[src/rtl/writeback_stage.sv]
// writeback_stage: final pipeline stage. Selects the ALU result or extracted
// load data, drives the register-file write port and pc_WB, and runs the
// RUN -> DRAIN -> HALTED halt sequence.
// Optional feature macro: WB_RETIRE_COUNT_EN (adds the 32-bit retire counter;
// when undefined, retire_count is constant 0).
module writeback_stage (
   input  logic        clk,
   input  logic        rst,
   input  logic        in_valid,
   input  logic [31:0] in_pc,
   input  logic [4:0]  in_rd_addr,
   input  logic        in_w_enable,
   input  logic        in_is_load,
   input  logic [2:0]  in_funct3,
   input  logic [1:0]  in_addr_low,
   input  logic [31:0] in_alu_result,
   input  logic [31:0] in_mem_rdata,
   input  logic        in_is_halt,
   output logic        wb_w_enable,
   output logic [4:0]  wb_rd_addr,
   output logic [31:0] wb_w_data,
   output logic [31:0] pc_WB,
   output logic        halted,
   output logic [31:0] retire_count
);

   typedef enum logic [1:0] {
      ST_RUN    = 2'd0,
      ST_DRAIN  = 2'd1,
      ST_HALTED = 2'd2
   } state_t;

   state_t      state_q, state_d;
   logic        accept;
   logic [7:0]  byte_sel;
   logic [15:0] half_sel;
   logic [31:0] load_data;
   logic [31:0] w_data_sel;

   logic        w_enable_q, w_enable_d;
   logic [4:0]  rd_addr_q, rd_addr_d;
   logic [31:0] w_data_q, w_data_d;
   logic [31:0] pc_q, pc_d;
   logic        halted_q, halted_d;

   // Only real instructions arriving while running are taken into writeback.
   assign accept = in_valid && (state_q == ST_RUN);

   // Load lane selection and sign/zero extension; unknown codes pass the word.
   always_comb begin
      byte_sel  = 8'h00;
      half_sel  = in_addr_low[1] ? in_mem_rdata[31:16] : in_mem_rdata[15:0];
      load_data = in_mem_rdata;
      case (in_addr_low)
         2'd0:    byte_sel = in_mem_rdata[7:0];
         2'd1:    byte_sel = in_mem_rdata[15:8];
         2'd2:    byte_sel = in_mem_rdata[23:16];
         default: byte_sel = in_mem_rdata[31:24];
      endcase
      case (in_funct3)
         3'b000:  load_data = {{24{byte_sel[7]}}, byte_sel};
         3'b100:  load_data = {24'h000000, byte_sel};
         3'b001:  load_data = {{16{half_sel[15]}}, half_sel};
         3'b101:  load_data = {16'h0000, half_sel};
         default: load_data = in_mem_rdata;
      endcase
      w_data_sel = in_is_load ? load_data : in_alu_result;
   end

   // Next-state and next-output logic; rd/data/pc hold unless an entry is accepted.
   always_comb begin
      state_d    = state_q;
      w_enable_d = 1'b0;
      rd_addr_d  = rd_addr_q;
      w_data_d   = w_data_q;
      pc_d       = pc_q;
      halted_d   = halted_q;
      case (state_q)
         ST_RUN: begin
            if (accept) begin
               rd_addr_d  = in_rd_addr;
               w_data_d   = w_data_sel;
               pc_d       = in_pc;
               w_enable_d = in_w_enable && (in_rd_addr != 5'd0) && !in_is_halt;
               if (in_is_halt) begin
                  state_d = ST_DRAIN;
               end
            end
         end
         ST_DRAIN: begin
            // One quiet cycle, then the core reports halted.
            state_d  = ST_HALTED;
            halted_d = 1'b1;
         end
         default: begin
            state_d  = ST_HALTED;
            halted_d = 1'b1;
         end
      endcase
   end

   // State and registered outputs.
   always_ff @(posedge clk or negedge rst) begin
      if (!rst) begin
         state_q    <= ST_RUN;
         w_enable_q <= 1'b0;
         rd_addr_q  <= 5'd0;
         w_data_q   <= 32'd0;
         pc_q       <= 32'd0;
         halted_q   <= 1'b0;
      end else begin
         state_q    <= state_d;
         w_enable_q <= w_enable_d;
         rd_addr_q  <= rd_addr_d;
         w_data_q   <= w_data_d;
         pc_q       <= pc_d;
         halted_q   <= halted_d;
      end
   end

   assign wb_w_enable = w_enable_q;
   assign wb_rd_addr  = rd_addr_q;
   assign wb_w_data   = w_data_q;
   assign pc_WB       = pc_q;
   assign halted      = halted_q;

`ifdef WB_RETIRE_COUNT_EN
   logic [31:0] retire_q, retire_d;

   always_comb begin
      retire_d = accept ? retire_q + 32'd1 : retire_q;
   end

   // Retire counter; wraps silently, visible together with the entry's outputs.
   always_ff @(posedge clk or negedge rst) begin
      if (!rst) begin
         retire_q <= 32'd0;
      end else begin
         retire_q <= retire_d;
      end
   end

   assign retire_count = retire_q;
`else
   assign retire_count = 32'd0;
`endif

endmodule

[config.mk]
export PLATFORM = sky130hd
export DESIGN_NAME = writeback_stage
export DESIGN_NICKNAME = d
export VERILOG_FILES = /design/src/rtl/writeback_stage.sv
export SDC_FILE = /design/constraint.sdc
export NUM_CORES = 1
export LEC_CHECK = 0
export CORE_MARGIN = 1
export CORE_UTILIZATION = 35
export CTS_CLUSTER_DIAMETER = 120
export DETAILED_ROUTE_END_ITERATION = 8
export MAX_ROUTING_LAYER = met4
export PLACE_DENSITY = 0.73
export SLEW_MARGIN = 5
export SYNTH_ARGS = -nofsm -noshare
export SYNTH_HDL_FRONTEND = slang
export SYNTH_SLANG_ARGS = --single-unit
export TNS_END_PERCENT = 50
[constraint.sdc]
create_clock -name clk -period 4.7 [get_ports clk]
set_input_delay 0.47 -clock clk [delete_from_list [all_inputs] [get_ports clk]]
set_output_delay 0.47 -clock clk [all_outputs]
set_load 0.005 [all_outputs]
Word-level counts from Yosys, hierarchy flattened:

Index checks and enable logic that the tools add are counted.

* flip-flop bits (word level): 73
* input port bits: 112
* output and inout bits: 103
* word-level logic and storage cells: 32

* eq/ne operators: 7
* mux-type cells: 9
* reduce and logical (&&, ||, !) cells: 10

Operators with widths (count)
* $pmux W32 S4: 1
* $mux W32: 1
* $pmux W8 S3: 1
* $mux W16: 1
* $eq A3 B3 Y1 const B: 2
* $mux W2: 3
* $reduce_bool A5 Y1: 1
* $logic_not A2 Y1: 2
* $ne A2 B2 Y1 const B: 2
* $reduce_and A2 Y1: 2
* $eq A3 B1 Y1 const B: 1
* $logic_and A1 B1 Y1: 3
* $logic_not A3 Y1: 1
* $eq A2 B1 Y1 const B: 1
* $eq A2 B2 Y1 const B: 1
* $mux W1: 2
* $logic_not A1 Y1: 1

Longest topological paths before layout:

* depth in word-level cells: 5
* gate-level depth with buffers: 7
* mapped depth without buffers: 4

Least setup slack after synthesis:

Ideal clock, no wire load.

* kind: input-to-reg
* start: input port in_addr_low[1]
* end: register w_data_q[21], in the netlist wb_w_data[21]
* library setup time: 0.126 ns
* data arrival time: 1.676 ns
* data required time: 4.574 ns
* setup slack: 2.898 ns
* stages: 6
* path buffers: 2
* cell sequence: buf_2 -> mux2i_1 -> o22ai_4 -> o31ai_4 -> buf_6 -> a21oi_2

* word-level cells in the longest chain between the ends: 4
* elaborated cells between the ends (all ways): 7
* those cells by class: eq/ne: 2; mux: 4; reduce/logical: 1

Ends and longest elaborated chain
* from (decl): line 15 `input logic [1:0] in_addr_low,`
* $eq A2 B2 Y1 (tied with other cells): line 54 `case (in_addr_low)`
* $pmux W8 S3: line 54
* $pmux W32 S4 (*): line 60 `case (in_funct3)`
* $mux W32 (*): line 67 `w_data_sel = in_is_load ? load_data : in_alu_result;`
* to (signal assigned): line 115 `w_data_q <= w_data_d;`
* to (decl): line 42 `logic [31:0] w_data_q, w_data_d;`

Mark *: on every way between the ends. The rest lies on a longest branch, timed or not.
A chain may end at the register's enable or synchronous reset.

Worst setup path in the final report:

* start: input port in_funct3[1]
* end: register w_data_q[17], in the netlist wb_w_data[17]

* word-level cells in the longest chain between the ends: 3
* elaborated cells between the ends (all ways): 6
* those cells by class: eq/ne: 3; mux: 2; reduce/logical: 1

Ends and longest elaborated chain
* from (decl): line 14 `input logic [2:0] in_funct3,`
* $eq A3 B3 Y1 (tied with other cells): line 60
* $pmux W32 S4 (*): line 60
* $mux W32 (*): line 67

Marks and branches as above.

==> flow_summary.yaml <==
outcome:
  status: "completed"
floorplan:
  start_util: 0.361
  rows: 37
  die_w_um: 105
  die_h_um: 105
  pin_count: 215
  core_area_um2: 10400
  dieArea_um2: 11100
finish:
  fill_cells: 932
  num-nets-final: 700
  area_growth_pct: 53.3
  layout.cells.non_filler: 729
  multi_input_area_um2: 1660
  diodes: 0
  drive_gt1_frac: 0.0725
  seqCellArea_um2: 1830
  final_core_util: 0.553
clock_tree:
  cts_made_buffers: 9
  root_buffer: "clkbuf_8"
  ctsHoldBuffers: 0
  clkTransAtPathRegs_ns: 0.08
  post_cts_resized: 0
  cts_buffer_depth: 2
  clock_latency_ns: 0.35
  postCtsSetupRepairBufs: 0
  cts_tree: "built"
  cts_num_sinks: 73
  htreeDepth: 3
synth:
  syn_inst: 420
  synth_seq_cells: 73
  synth_edf_count: 0
  ys_seq_area_frac: 0.488
  postSynth.asyncResetShare: 1.00
  avgSynthCellArea_um2: 8.92
  synthesis.area_um2: 3740
  yosysUniqueCellTypes: 40
  yosysWarnings: 0
  ys.flop_type: "dfrtp_1"
power_and_ir_drop:
  leakage_nw: 2.50
  ir_drop_uv: 266
  total_power_mw: 2.41
  power_density_nw_per_um2: 420
grt:
  grt_max_degree: 74
  grt_pass1_wl_um: 18200
  first_global_vias: 3560
  grtUsageTotal: 0.219
  grt-ovfl-total: 0
  antenna_found_initial: 0
setup_path:
  path_max_fanout: 26
  path_class: "in2reg"
  r2r_end: "wb_w_data[30]"
  rrSetupSlack_ns: 2.53
  r2r_start: "state_q[1]"
  cp-start-kind: "primary input"
  r2r_cells: 5
  arrival_ns: 3.02
  cp.required_ns: 4.89
  end_kind: "register"
timing:
  fin_tns_setup_ns: 0
  hold_viol: 0
  fmax_mhz: 354
  rsz0062_at_grt: "no"
  finalSetupViolations: 0
  tightest_slew_ns: 0.944
  period_needed_ns: 2.83
  slew_violations: 0
  hold_ws_ns: 0.236
  fin_crit_sh: 0.602
  relSlewSlack: 0.370
  finClkSkew_ns: 0.00657
detailed_routing:
  dr_total_vias: 3554
  vias_per_cell: 4.88
  ant_nets: 0
  drt_pass1_iterations: 5
  wl_per_cell_um: 15.9
  drt_iter0_drc: 160
  drc: 0
  drt-total-wl_um: 11600
placement:
  post-dp-hpwl_um: 8400
  dp.cells: 713
  place_congestion: 0.812
  io_buffers: 182
flow_run:
  drv_cap: 0
min_path:
  hp-class: "in2async"
layout make-up:
cell class	count	area share
clock buffer	10	0.0240
tap	136	0.0296
inverter	4	0.00262
multi-input combinational	315	0.289
sequential	73	0.318
timing repair buffer	185	0.321
clock inverter	6	0.0157
placed cells by master (no fill, tap or decap), drive strengths merged:
master           n
or3b             2
a221oi           1
clkinv           2
and2             1
mux2             7
nand3b           1
clkbuf          10
a21oi           27
a211oi           1
mux2i            2
buf              4
nor3             2
dfrtp           73
nor2b            5
nand2b           1
and3             6
a22oi           12
clkinvlp         1
o221ai           7
nand2          139
or4              1
nor3b            2
clkdlybuf4s50  181
nor4b            1
o21ai           18
o22ai            7
or2              1
inv              5
conb            32
o31ai            7
o211ai           3
a22o             1
o211a            1
nor2             8
a32oi            1
bufinv           2
or3             18
worst max-delay path, cell delays in order:
cell             delay [ns]
clkdlybuf4s50_1        1.05
or3b_1                 0.43
o22ai_4                0.13
o31ai_4                0.78
a21oi_1                0.16
stage by stage:
stage / area, um2 / worst slack, ns
2_1_floorplan: 3860 / 2.90
3_3_place_gp: 5510 / 1.64
3_5_place_dp: 5510 / 1.56
4_1_cts: 5740 / 1.94
5_1_grt: 5740 / 1.73
6_report: 5740 / 1.87
worst max-delay path by stage:
stage                         startpoint       endpoint  depth (start not counted)
final                       in_funct3[1]  wb_w_data[17]                          5
after global routing        in_funct3[1]  wb_w_data[17]                          5
after CTS                   in_funct3[1]  wb_w_data[16]                          5
after detailed placement    in_funct3[1]  wb_w_data[16]                          5
after global placement      in_funct3[1]  wb_w_data[31]                          5
after floorplan           in_addr_low[1]  wb_w_data[21]                          6
where the power goes:
group,switching (mW),leakage (nW),internal [mW]
clock,0.245,0.113,0.315
sequential,0.116,0.881,0.836
combinational,0.346,1.50,0.552
sequential cells by signal, indices dropped and copies added, names as in the netlist:
name	cells
wb_w_enable	1
pc_WB	32
state_q	2
wb_w_data	32
wb_rd_addr	5
halted	1
kinds of logic after synthesis:
logic type	after synthesis	synth area share
buf+inv	63	0.101
other cells	1	0.00100
compound gates	86	0.163
flops	73	0.488
simple gates	188	0.222
mux	9	0.0264
layer usage:
layer  part of all wire  track usage  vias up
met3              0.074       0.0538       16
met2               0.48        0.341      165
li1                   -            -     1690
met1               0.42        0.274     1683
met4              0.021       0.0855        0
met5                  0            -        -
synth_stat cells, types with 2 or more instances:
cell type / count / share of area
or3b_1: 2 / 0.0047
clkbuf_1: 17 / 0.017
a21oi_2: 10 / 0.023
buf_2: 4 / 0.0053
nor2b_1: 5 / 0.0084
mux2i_1: 2 / 0.0053
nor3_1: 2 / 0.0027
o31ai_1: 6 / 0.012
o22ai_1: 6 / 0.010
nor2_1: 8 / 0.0080
and3_1: 6 / 0.010
a21oi_1: 17 / 0.023
inv_1: 4 / 0.0040
mux2_2: 7 / 0.021
a22oi_1: 12 / 0.024
buf_4: 32 / 0.064
o221ai_1: 7 / 0.016
or3_1: 18 / 0.030
nand2_1: 139 / 0.14
dfrtp_1: 73 / 0.49
o211ai_1: 3 / 0.0060
buf_1: 4 / 0.0040
buf_6: 2 / 0.0060
o21ai_0: 18 / 0.024
(Power assumes the default switching activity.)
